[config.mk]
export PLATFORM = sky130hd
export DESIGN_NAME = digit_serial_alu
export DESIGN_NICKNAME = d
export VERILOG_FILES = /design/src/rtl/digit_alu_pkg.sv /design/src/rtl/digit_slice.sv /design/src/rtl/digit_serial_alu.sv
export SDC_FILE = /design/constraint.sdc
export NUM_CORES = 1
export LEC_CHECK = 0
export CORE_AREA = 2 2 87 172
export CTS_CLUSTER_DIAMETER = 120
export DETAILED_ROUTE_END_ITERATION = 12
export DIE_AREA = 0 0 89 174
export PLACE_DENSITY = 0.56
export SETUP_SLACK_MARGIN = 0.4
export SYNTH_ARGS = -nofsm -noshare
export SYNTH_HDL_FRONTEND = slang
export SYNTH_SLANG_ARGS = --single-unit
[constraint.sdc]
create_clock -name clock -period 4.47 [get_ports clock]
set_clock_uncertainty 0.2 [all_clocks]
set_input_delay 0.6705 -clock clock [delete_from_list [all_inputs] [get_ports clock]]
set_output_delay 0.6705 -clock clock [all_outputs]
set_load 0.02 [all_outputs]
[src/rtl/digit_alu_pkg.sv]
// Shared definitions for the digit-serial ALU: op encodings, FSM states, digit width.
package digit_alu_pkg;

    localparam int DIGIT_W = 4;

    typedef enum logic [2:0] {
        OP_ADD  = 3'd0,
        OP_SUB  = 3'd1,
        OP_DADD = 3'd2,
        OP_ROL  = 3'd3,
        OP_ROR  = 3'd4,
        OP_LG2  = 3'd5,
        OP_RSVD = 3'd6
    } op_e;

    typedef enum logic [1:0] {
        ST_IDLE = 2'd0,
        ST_RUN  = 2'd1,
        ST_DONE = 2'd2
    } state_e;

endpackage

[src/rtl/digit_slice.sv]
// Combinational single-digit stage: one 4-bit digit of any op, with carry in/out and fault flag.
module digit_slice
    import digit_alu_pkg::*;
(
    input  op_e                op,
    input  logic [DIGIT_W-1:0] a,
    input  logic [DIGIT_W-1:0] b,
    input  logic               cin,
    output logic [DIGIT_W-1:0] dout,
    output logic               cout,
    output logic               err
);

    logic [DIGIT_W:0] sum_ab;
    logic [DIGIT_W:0] sum_sub;

    assign sum_ab  = {1'b0, a} + {1'b0, b} + {4'b0, cin};
    assign sum_sub = {1'b0, a} + {1'b0, ~b} + {4'b0, cin};

    always_comb begin
        dout = a;
        cout = cin;
        err  = 1'b0;
        case (op)
            OP_ADD:  {cout, dout} = sum_ab;
            OP_SUB:  {cout, dout} = sum_sub;
            OP_DADD: begin
                // Decimal correction: wrapping s+6 in 4 bits yields s-10.
                if (sum_ab > 5'd9) begin
                    dout = sum_ab[3:0] + 4'd6;
                    cout = 1'b1;
                end else begin
                    dout = sum_ab[3:0];
                    cout = 1'b0;
                end
            end
            OP_ROL: begin
                dout = {a[2:0], cin};
                cout = a[3];
            end
            OP_ROR: begin
                dout = {cin, a[3:1]};
                cout = a[0];
            end
            OP_LG2: begin
                case (a)
                    4'h0:    dout = 4'h0;
                    4'h1:    dout = 4'h1;
                    4'h2:    dout = 4'h2;
                    4'h4:    dout = 4'h3;
                    4'h8:    dout = 4'h4;
                    default: begin
                        dout = 4'hF;
                        err  = 1'b1;
                    end
                endcase
            end
            default: err = 1'b1;
        endcase
    end

endmodule

[src/rtl/digit_serial_alu.sv]
// Multi-digit ALU processing one 4-bit digit per cycle with a carry chain between digits.
module digit_serial_alu
    import digit_alu_pkg::*;
#(
    parameter int DIGITS = 4
) (
    input  logic                    clock,
    input  logic                    reset,
    input  logic                    start,
    input  logic [2:0]              op,
    input  logic                    carry_in,
    input  logic [4*DIGITS-1:0]     a,
    input  logic [4*DIGITS-1:0]     b,
    output logic                    busy,
    output logic                    done,
    output logic [4*DIGITS-1:0]     result,
    output logic                    carry_out,
    output logic                    error
);

    localparam int W     = DIGIT_W * DIGITS;
    localparam int IDX_W = (DIGITS > 1) ? $clog2(DIGITS) : 1;
    localparam logic [IDX_W-1:0] LAST_IDX = IDX_W'(DIGITS - 1);

    state_e             state_reg, state_next;
    op_e                op_reg;
    logic [W-1:0]       a_reg, b_reg, work_reg, work_next;
    logic [IDX_W-1:0]   cnt_reg, idx;
    logic               c_reg, err_acc_reg;
    logic [W-1:0]       result_reg;
    logic               carry_out_reg, error_reg;

    logic [DIGIT_W-1:0] slice_a, slice_b, slice_dout;
    logic               slice_cout, slice_err, last_digit;

    // ROR walks the word MSD first so the carry enters at the top digit.
    assign idx        = (op_reg == OP_ROR) ? (LAST_IDX - cnt_reg) : cnt_reg;
    assign last_digit = (cnt_reg == LAST_IDX);
    assign slice_a    = a_reg[{idx, 2'b00} +: DIGIT_W];
    assign slice_b    = b_reg[{idx, 2'b00} +: DIGIT_W];

    digit_slice u_slice (
        .op   (op_reg),
        .a    (slice_a),
        .b    (slice_b),
        .cin  (c_reg),
        .dout (slice_dout),
        .cout (slice_cout),
        .err  (slice_err)
    );

    for (genvar gi = 0; gi < DIGITS; gi++) begin : g_work
        assign work_next[gi*DIGIT_W +: DIGIT_W] =
            (idx == IDX_W'(gi)) ? slice_dout : work_reg[gi*DIGIT_W +: DIGIT_W];
    end

    always_comb begin
        state_next = state_reg;
        case (state_reg)
            ST_IDLE: if (start) state_next = ST_RUN;
            ST_RUN:  if (last_digit) state_next = ST_DONE;
            ST_DONE: state_next = ST_IDLE;
            default: state_next = ST_IDLE;
        endcase
    end

    always_ff @(posedge clock) begin
        if (reset) begin
            state_reg     <= ST_IDLE;
            op_reg        <= OP_ADD;
            a_reg         <= '0;
            b_reg         <= '0;
            work_reg      <= '0;
            cnt_reg       <= '0;
            c_reg         <= 1'b0;
            err_acc_reg   <= 1'b0;
            result_reg    <= '0;
            carry_out_reg <= 1'b0;
            error_reg     <= 1'b0;
        end else begin
            state_reg <= state_next;
            case (state_reg)
                ST_IDLE: if (start) begin
                    op_reg      <= op_e'(op);
                    a_reg       <= a;
                    b_reg       <= b;
                    work_reg    <= '0;
                    cnt_reg     <= '0;
                    c_reg       <= (op_e'(op) == OP_SUB) ? ~carry_in : carry_in;
                    err_acc_reg <= 1'b0;
                end
                ST_RUN: begin
                    work_reg    <= work_next;
                    c_reg       <= slice_cout;
                    err_acc_reg <= err_acc_reg | slice_err;
                    cnt_reg     <= cnt_reg + 1'b1;
                    if (last_digit) begin
                        result_reg    <= work_next;
                        carry_out_reg <= slice_cout;
                        error_reg     <= err_acc_reg | slice_err;
                    end
                end
                default: ;
            endcase
        end
    end

    assign busy      = (state_reg != ST_IDLE);
    assign done      = (state_reg == ST_DONE);
    assign result    = result_reg;
    assign carry_out = carry_out_reg;
    assign error     = error_reg;

endmodule

==> impl_metrics.csv <==
group,metric,value,unit
run_status,status,"finished, final reports clean",
global_routing,grt-ovfl-total,0,
final_layout,fin_area,5440,µm²
routing,routedWlPerCell,15.8,µm
power,vdd_drop_max,0.180,mV
routing,drc,0,
synth,async_flop_share,0,
synth,yosysTopAreaCellShare,0.360,
setup_path,crit_path_start_kind,"register",
flow_run,maxCapViolCount,0,
final_layout,final_cell_count_no_fill,795,
timing,max_freq,246,MHz
synth,yosys.area.top_type,"dfxtp_1",
setup_path,worstSetupEndpointType,"register",
timing,tightest_slew,0.845,ns
die,initial_core_util,0.293,
timing,setup_slack,0.399,ns
place,dpl.cell_count,771,
place,gp_congestion,0.896,
clock_network,cts_tree,"yes",
setup_path,rr_startpoint,"op_reg[1]$_SDFFE_PP0P_",
min_path,hold_path.class,"reg2reg",
synth,yosys-top-cells-area,"dfxtp_1 36%, nand2_1 9.9%, a21oi_1 5.9%",
synth,synth_edf_count,0,
timing,rsz0062_at_grt,"yes",
clock_network,clock_sinks,75,
synth,synth_nets,589,
die,fp.coreArea,14300,µm²
final_layout,ff_latch_area,1510,µm²
final_layout,drive_above_1_share,0.141,
power,p_leak,1.95,nW
setup_path,crit_fanout,13,
clock_network,cts_made_buffers,9,
die,die_h,174,µm
global_routing,grt_pass1_vias,3899,
synth,yosysWarnings,0,
final_layout,syn_to_final_growth,30.4,%
global_routing,grt_max_degree,77,
power,p_per_area,379,nW/µm²
place,hpwl,9350,µm
min_path,whs_endpoint,"carry_out$_SDFFE_PP0P_",
timing,finalCritPeriodShare,0.911,
min_path,hold_depth,2,
min_path,hp-start,"carry_out$_SDFFE_PP0P_",
clock_network,max-clock-path-buffers,2,
synth,synthCells,538,
synth,ys.flop_type,"dfxtp_1",
synth,ys_ff_latch,75,
timing,setup_viol,0,
synth,yosysUniqueCellTypes,53,
setup_path,reg2reg_slack,0.40,ns
clock_network,path_clk_slew,0.06,ns
timing,tns,0,ns
final_layout,nets,649,
clock_network,cts.hold.buffers_added,0,
synth,avgSynthCellArea,7.76,µm²
setup_path,worstPathArrival,4.06,ns
final_layout,diodes,0,
die,die_width,89,µm
routing,first_pass_iters,6,
setup_path,cp_data_required_time,4.46,ns
die,dieArea,15500,µm²
global_routing,grt_pass1_wl,19900,µm
place,post-place-ws,0.0857,ns
routing,final_antenna_net_count,0,
clock_network,htreeDepth,3,
routing,vias_per_cell,5.09,
routing,drt_iter0_drc,190,
routing,wirelength,12600,µm
timing,slew_violations,0,
timing,hold_slack,0.253,ns
place,io_buffers,58,
synth,syn_area,4180,µm²
synth,ys_seq_area_frac,0.360,
place,place_area,5030,µm²
setup_path,rr_worst_depth,16,
setup_path,r2r_end,"work_reg[6]$_SDFFE_PP0P_",
die,rows,62,
setup_path,path_class,"reg2reg",
die,io_pins,59,
final_layout,multi_input_area,2530,µm²
routing,via_count,4050,
clock_network,clock_latency,0.34,ns
global_routing,groute.usage.overall,0.167,
global_routing,antenna_found_initial,0,
clock_network,cts-root-buf,"clkbuf_16",
timing,period_needed,4.07,ns
final_layout,fill_cells,1536,
timing,maxSlewHeadroom,0.435,
timing,hold_viol,0,
-- worst max-delay path, stage by stage (launching register included) --
cell and delay (ns):
dfxtp_4 0.39, nor3b_4 0.23, buf_12 0.16, mux2i_1 0.07, or4_4 0.58, clkinv_4 0.10
fa_2 0.23, inv_1 0.07, fa_2 0.40, xnor2_2 0.23, buf_4 0.15, nor3_1 0.04
a32o_1 0.29, a211oi_2 0.24, a41oi_4 0.23, a22oi_1 0.23, nor2_1 0.06
-- per-layer routing --
metal  GRT usage  routed length [µm]  up-vias
met5           0                   0        -
met4      0.0883                 527        0
met1       0.174                4670     1908
met3      0.0252                 369       26
met2       0.307                7030      106
li1            -                   -     2010
-- worst max-delay path by stage --
stage                                     endpoint  slack [ns]               startpoint  cells past startpoint
final                     work_reg[6]$_SDFFE_PP0P_        0.40   op_reg[1]$_SDFFE_PP0P_                     16
after global routing        result[6]$_SDFFE_PP0P_        0.25   op_reg[1]$_SDFFE_PP0P_                     15
after CTS                   result[9]$_SDFFE_PP0P_        0.40   op_reg[1]$_SDFFE_PP0P_                     16
after detailed placement  work_reg[6]$_SDFFE_PP0P_        0.09   op_reg[1]$_SDFFE_PP0P_                     17
after global placement    work_reg[2]$_SDFFE_PP0P_        0.14   op_reg[1]$_SDFFE_PP0P_                     17
after floorplan            result[15]$_SDFFE_PP0P_        0.40  cnt_reg[1]$_SDFFE_PP0P_                     20
-- synthesized netlist by cell type, types with 4 or more instances --
cell type    n
dfxtp_1     75
nand2_1    110
or3_1        4
inv_1       15
mux2i_1     16
nor3b_1     12
nand3b_1    10
ha_1         8
o31ai_1      5
clkbuf_1    34
o221a_2      4
nor2_1      46
and2_1       5
nand3_1      7
a21oi_1     49
o21ai_0     25
a22oi_1     20
xnor2_1      5
o22ai_1     11
a211oi_2     5
fa_1         4
nor2b_1      6
and3b_1      6
o22a_1       4
nor3_1      11
-- where the power goes --
part           total (mW)  internal (mW)  leakage [nW]  switching, mW
Combinational       0.641          0.281          1.20          0.360
Clock               0.696          0.385         0.135          0.311
Sequential          0.724          0.696         0.613         0.0274
-- cell type report --
| type | instances | area share |
|---|---|---|
| Clock buffer | 9 | 0.0414 |
| Clock inverter | 7 | 0.0106 |
| Inverter | 17 | 0.0126 |
| Multi-Input combinational cell | 408 | 0.465 |
| Sequential cell | 75 | 0.277 |
| Tap cell | 192 | 0.0441 |
| Timing Repair Buffer | 87 | 0.149 |
-- cells in the final DEF (no fill, tap or decap), types with 16 or more instances in the layout --
cell type / count
buf_4: 27
a21oi_1: 48
dfxtp_1: 71
nor2_1: 45
nand2_1: 110
a22oi_1: 18
o21ai_0: 22
mux2i_1: 16
clkdlybuf4s50_1: 57
-- per-stage QoR --
| stage | power, mW | util |
|---|---|---|
| global route | 2.17 | 0.381 |
| CTS | 2.05 | 0.377 |
| global placement | 1.32 | 0.353 |
| detailed placement | 1.32 | 0.353 |
| finish | 2.06 | 0.381 |
| floorplan | 1.12 | - |
-- what timing repair did --
| action | 4_1_cts | 5_1_grt |
|---|---|---|
| setup buffers | 3 | 5 |
| setup endpoints to repair | 26 | 24 |
| pin swaps | 5 | 1 |
| gates cloned | 0 | 0 |
| resized for setup | 15 | 6 |
-- kinds of logic after synthesis --
family	after synthesis	synth area share
flip-flops	75	0.360
multiplexers	17	0.0411
AO/OA/AOI/OAI	146	0.233
XOR/XNOR	5	0.0105
AND/OR/NAND/NOR	227	0.258
adder cells (fa/ha/maj)	13	0.0456
buffers and inverters	55	0.0518
No activity file was read; power rests on OpenSTA's default activity.
